File: config.mk
export PLATFORM = sky130hd
export DESIGN_NAME = add_subb_serial
export DESIGN_NICKNAME = d
export VERILOG_FILES = /design/src/rtl/add_subb_serial_pkg.sv /design/src/rtl/add_subb_digit.sv /design/src/rtl/add_subb_serial.sv
export VERILOG_INCLUDE_DIRS = /design/src /design/src/rtl
export SDC_FILE = /design/constraint.sdc
export NUM_CORES = 1
export LEC_CHECK = 0
export CAP_MARGIN = 20
export CORE_ASPECT_RATIO = 1.4
export CORE_MARGIN = 2
export CORE_UTILIZATION = 40
export DETAILED_ROUTE_END_ITERATION = 6
export GPL_TIMING_DRIVEN = 0
export PLACE_DENSITY = 0.66
export REMOVE_ABC_BUFFERS = 1
export SYNTH_ARGS = -nofsm -noshare
export SYNTH_HDL_FRONTEND = slang
export SYNTH_SLANG_ARGS = --single-unit
export TNS_END_PERCENT = 50
File: constraint.sdc
create_clock -name clk -period 4.1 [get_ports clk]
set_input_delay 0.82 -clock clk [delete_from_list [all_inputs] [get_ports clk]]
set_output_delay 0.82 -clock clk [all_outputs]
set_load 0.01 [all_outputs]
File: src/rtl/add_subb_serial_defs.vh
// State encodings and digit-count derivation shared by the serial add/subtract unit.
`ifndef ADD_SUBB_SERIAL_DEFS_VH
`define ADD_SUBB_SERIAL_DEFS_VH

`define ADD_SUBB_ST_IDLE 2'd0
`define ADD_SUBB_ST_RUN  2'd1
`define ADD_SUBB_ST_DONE 2'd2

`define ADD_SUBB_N(w, d) ((w) / (d))

`endif

File: src/rtl/add_subb_serial_pkg.sv
// Shared FSM type and overflow helper for the digit-serial add/subtract unit.
`include "add_subb_serial_defs.vh"

package add_subb_serial_pkg;

   typedef enum logic [1:0] {
      IDLE = `ADD_SUBB_ST_IDLE,
      RUN  = `ADD_SUBB_ST_RUN,
      DONE = `ADD_SUBB_ST_DONE
   } state_t;

   // Bits W+1..W of the exact sum come from the sign-extended operands plus the
   // final carry; the result fits W bits only if they match the result sign.
   function automatic logic signed_ovf(input logic       x_msb,
                                       input logic       y_msb,
                                       input logic       s_msb,
                                       input logic [1:0] carry);
      logic [1:0] hi;
      hi = {2{x_msb}} + {2{y_msb}} + carry;
      return hi != {2{s_msb}};
   endfunction

endpackage

File: src/rtl/add_subb_digit.sv
// Combinational D-bit digit adder; the 2-bit carry covers both injected negation carries.
module add_subb_digit #(
   parameter int D = 4
) (
   input  logic [D-1:0] x,
   input  logic [D-1:0] y,
   input  logic [1:0]   cin,
   output logic [D-1:0] sum,
   output logic [1:0]   cout
);

   logic [D+1:0] total;

   assign total = {2'b00, x} + {2'b00, y} + {{D{1'b0}}, cin};
   assign sum   = total[D-1:0];
   assign cout  = total[D+1:D];

endmodule

File: src/rtl/add_subb_serial.sv
// Digit-serial signed add/subtract: (+/-a) + (+/-b), D bits per enabled cycle, LSB digit first.
`include "add_subb_serial_defs.vh"

module add_subb_serial
   import add_subb_serial_pkg::*;
#(
   parameter int W = 16,
   parameter int D = 4
) (
   input  logic         clk,
   input  logic         rst,
   input  logic         ena,
   input  logic         in_valid,
   output logic         in_ready,
   input  logic         subb_a,
   input  logic         subb_b,
   input  logic [W-1:0] a,
   input  logic [W-1:0] b,
   output logic         out_valid,
   input  logic         out_ready,
   output logic [W-1:0] s,
   output logic         ovf
);

   localparam int N     = `ADD_SUBB_N(W, D);
   localparam int CNT_W = (N > 1) ? $clog2(N) : 1;
   localparam int NP    = 1 << CNT_W;
   localparam logic [CNT_W-1:0] LAST = CNT_W'(N - 1);

   state_t           state_reg, state_next;
   logic [CNT_W-1:0] cnt_reg;
   logic [1:0]       carry_reg;
   logic [W-1:0]     a_reg, b_reg, acc_reg, s_reg;
   logic             sa_reg, sb_reg, ovf_reg;

   logic [D-1:0]     a_dig [NP];
   logic [D-1:0]     b_dig [NP];
   logic [D-1:0]     x_dig, y_dig, sum_dig;
   logic [1:0]       cout_dig;
   logic [W-1:0]     acc_full;
   logic             last_dig, in_fire, out_fire;

   // Digit table padded to a power of two so the counter can index it directly.
   genvar gi;
   generate
      for (gi = 0; gi < NP; gi++) begin : g_dig
         if (gi < N) begin : g_live
            assign a_dig[gi] = a_reg[gi*D +: D];
            assign b_dig[gi] = b_reg[gi*D +: D];
            assign acc_full[gi*D +: D] =
               (cnt_reg == CNT_W'(gi)) ? sum_dig : acc_reg[gi*D +: D];
         end else begin : g_pad
            assign a_dig[gi] = '0;
            assign b_dig[gi] = '0;
         end
      end
   endgenerate

   assign x_dig    = a_dig[cnt_reg] ^ {D{sa_reg}};
   assign y_dig    = b_dig[cnt_reg] ^ {D{sb_reg}};
   assign last_dig = (cnt_reg == LAST);

   add_subb_digit #(.D(D)) u_digit (
      .x    (x_dig),
      .y    (y_dig),
      .cin  (carry_reg),
      .sum  (sum_dig),
      .cout (cout_dig)
   );

   always_comb begin
      state_next = state_reg;
      in_ready   = 1'b0;
      out_valid  = 1'b0;
      if (ena) begin
         in_ready  = (state_reg == IDLE) || ((state_reg == DONE) && out_ready);
         out_valid = (state_reg == DONE);
      end
      in_fire  = in_valid && in_ready;
      out_fire = out_valid && out_ready;
      case (state_reg)
         IDLE:    if (in_fire) state_next = RUN;
         RUN:     if (ena && last_dig) state_next = DONE;
         DONE:    if (out_fire) state_next = in_fire ? RUN : IDLE;
         default: state_next = IDLE;
      endcase
   end

   always_ff @(posedge clk) begin
      if (rst) begin
         state_reg <= IDLE;
         cnt_reg   <= '0;
         carry_reg <= '0;
         a_reg     <= '0;
         b_reg     <= '0;
         acc_reg   <= '0;
         sa_reg    <= 1'b0;
         sb_reg    <= 1'b0;
         s_reg     <= '0;
         ovf_reg   <= 1'b0;
      end else if (ena) begin
         state_reg <= state_next;
         if (in_fire) begin
            a_reg     <= a;
            b_reg     <= b;
            sa_reg    <= subb_a;
            sb_reg    <= subb_b;
            cnt_reg   <= '0;
            // Negation = inversion here plus +1 injected per negated operand.
            carry_reg <= {1'b0, subb_a} + {1'b0, subb_b};
         end else if (state_reg == RUN) begin
            acc_reg <= acc_full;
            if (last_dig) begin
               cnt_reg   <= '0;
               carry_reg <= '0;
               s_reg     <= acc_full;
               ovf_reg   <= signed_ovf(x_dig[D-1], y_dig[D-1], sum_dig[D-1], cout_dig);
            end else begin
               cnt_reg   <= cnt_reg + CNT_W'(1);
               carry_reg <= cout_dig;
            end
         end
      end
   end

   assign s   = s_reg;
   assign ovf = ovf_reg;

endmodule
==> flow_summary.toml <==
[drt]
post_drt_via_cell_ratio = 5.02
totalWireLength_um = 6890
drc = 0
detail-route-antenna-nets = 0
first_iter_violations = 97
dr_total_vias = 2680
drt_pass1_iterations = 4
wl_per_cell_um = 12.9

[pwr]
ir_drop_v = 0.000250
power-per-cell-area_mw_per_mm2 = 400
comb_power_share_pct = 13.7
power.share.clock_pct = 46.1
total_power_w = 0.00175
power.share.switching_pct = 22.8
power.sequential.fraction_pct = 40.2
static_leakage_power_nw = 1.62
power_switching_w = 0.000399
internal_power_w = 0.00135

[clock_network]
cts-root-buf = "clkbuf_16"
ctsHtreeMaxLevel = 3
cts_tree = "built"
clk_pin_slew_ps = 50
clock_sink_count = 69
ctsLongestPathBuffers = 2
cts_made_buffers = 9
insertion_delay_ps = 320
cts-hold-fix-buffers = 0

[final_layout]
layout_common_cells = "nand2_1, dfxtp_1, a21oi_1"
final_nets = 481
layout_cells_sized_above_1_pct = 13.4
mostFrequentLayoutCell = "nand2_1"
antenna_cells_inserted = 0
area_growth_pct = 32.2
final-instance-count-excl-fill = 534
final_core_utilization_pct = 54.0

[worst_setup_path]
cp-start-kind = "flop"
critical_path.max_fanout = 6
arr_time_crit_path_ps = 4170
critPathRequiredTime_ps = 4280
timing_worst_setup_path_type = "reg -> reg"
cp-end-kind = "flop"

[placed_design]
detailed_place_hpwl_um = 4560
port_buffers = 57
place.gp.congestion = 0.733
dp_worst_setup_slack_ps = -608
dp_cells = 507

[synth]
seq_area_frac_synth_pct = 41.8
post_synth_num_cell_types = 36
synth.largest_area_cell = "dfxtp_1"
synth_area_per_cell_um2 = 8.89
number_of_synthesized_register_bits = 69
post_synth_instance_area_mm2 = 0.00331
netlist_top_cells_area = "dfxtp_1, nand2_1, a21oi_1, mux4_1, ha_1"
synth-warning-count = 0
syn_inst = 372
post-synth-top-area-fraction_pct = 41.8

[grt]
grtUsageTotal_pct = 15.7
grt_antenna_before_repair = 0
globalRouteOverflowTotal = 0
grt_pass1_vias = 2502
wire_length_of_the_first_global_routing_pass_um = 11200
grt_max_degree = 48

[floorplanning]
die_area_mm2 = 0.00902
die_wd_um = 80.8
std_cell_rows = 39
top_level_ports = 58
coreArea_mm2 = 0.00810
chipHeight_um = 112
initial_utilization_pct = 40.8

[min_path]
hold_path_class = "reg -> reg"

[job]
maxCapViolCount = 0

[sta]
final_critical_path_setup_slack_ps = 105
grt_setup_unrepaired = "true"
tightest_slew_ps = 900
setup_tns_ps = 0
period_needed_ps = 3990
timing.clock.skew_ps = 4.90
finalSetupViolCount = 0
slew_viol_final = 0
timing_hold_violations_final = 0
slew_headroom_pct = 40.0
fmaxAchievable_mhz = 250
layout_worst_path_cycle_share_pct = 97.4

[outcome]
outcome = "complete, no violations"
==> cells by family after synthesis <==
group | Yosys count | share of synthesized area [%]
multiplexers | 18 | 9.27
XOR/XNOR | 16 | 5.11
buffers and inverters | 32 | 5.75
AND/OR/NAND/NOR | 137 | 17.1
adder cells (fa/ha/maj) | 14 | 5.98
flip-flops | 69 | 41.8
AO/OA/AOI/OAI | 86 | 15.0
==> cells in the mapped netlist <==
library cell and count:
nand2_1 98, or2_2 1, a311oi_1 3, a211oi_2 1, clkbuf_8 5, inv_1 5, a21o_1 1, xnor3_1 1
mux4_1 7, o21ai_0 3, buf_6 2, fa_1 3, nor4b_1 2, nor3_1 2, mux2i_1 10, o21a_1 1
ha_1 11, and2_1 3, or2b_2 2, mux4_2 1, buf_4 1, nand3_1 11, xor2_1 8, and3_1 1
dfxtp_1 69, buf_2 1, a222oi_1 2, clkbuf_1 18, a211oi_1 9, xor2_2 1, xnor2_2 1, a21oi_1 62
nor2_1 16, nand2b_1 1, xnor2_1 5, o211ai_1 4
==> layout make-up <==
class                   count  area, um^2
clock buffers              10         239
clock inverters             5        75.1
fillers                   772        3730
inverters                   5        18.8
multi-input cells         271        1790
flip-flops and latches     69        1390
well taps                 102         128
repair buffers             72         729
==> stage by stage <==
step	area, um^2	hold slack (ps)
2_1_floorplan	3140	425
3_3_place_gp	3830	438
5_1_grt	4370	464
3_5_place_dp	3870	445
4_1_cts	4260	452
6_report	4370	448
==> power by group through the flow <==
| stage | combinational [W] | sequential [W] | clock, W |
|---|---|---|---|
| after detailed placement | 0.000210 | 0.000718 | 0 |
| after floorplan | 0.000126 | 0.000714 | 0 |
| after CTS | 0.000221 | 0.000703 | 0.000823 |
| final | 0.000239 | 0.000704 | 0.000807 |
| after global placement | 0.000203 | 0.000717 | 0 |
| after global routing | 0.000262 | 0.000706 | 0.000851 |
==> what timing repair did <==
| item | CTS | global route |
|---|---|---|
| endpoints found under the setup margin | 1 | 1 |
| resized for setup | 13 | 12 |
| pin swaps | 3 | 12 |
| setup buffers | 6 | 5 |
| endpoints found under the hold margin | 0 | 0 |
==> final timing paths <==
path | slack, ps | to | depth (start not counted) | start
setup reg to reg | 110 | ovf | 14 | cnt_reg[0]
setup / recovery | 110 | ovf | 14 | cnt_reg[0]
hold / removal | 450 | s[7] | 2 | s[7]
hold reg to reg | 450 | s[7] | 2 | s[7]
==> routing by layer <==
metal | global-route usage, % | vias up | routed length [um] | share of wire, %
li1 | - | 1382 | - | -
met1 | 17.6 | 1242 | 2840 | 41
met2 | 28.0 | 49 | 3750 | 54
met3 | 2.27 | 7 | 189 | 2.7
met4 | 8.02 | 0 | 112 | 1.6
met5 | 0 | - | 0 | 0
==> worst max-delay path, stage by stage (launching register included) <==
cell and delay [ps]:
dfxtp_4 390, mux4_2 530, xor2_2 160, ha_2 210
fa_1 480, fa_2 370, nor4b_4 150, xnor2_2 160
fa_2 410, xor2_2 170, xnor2_2 150, xnor2_1 130
xnor2_1 210, mux2i_1 240, a211oi_2 80
(Power assumes the default switching activity.)
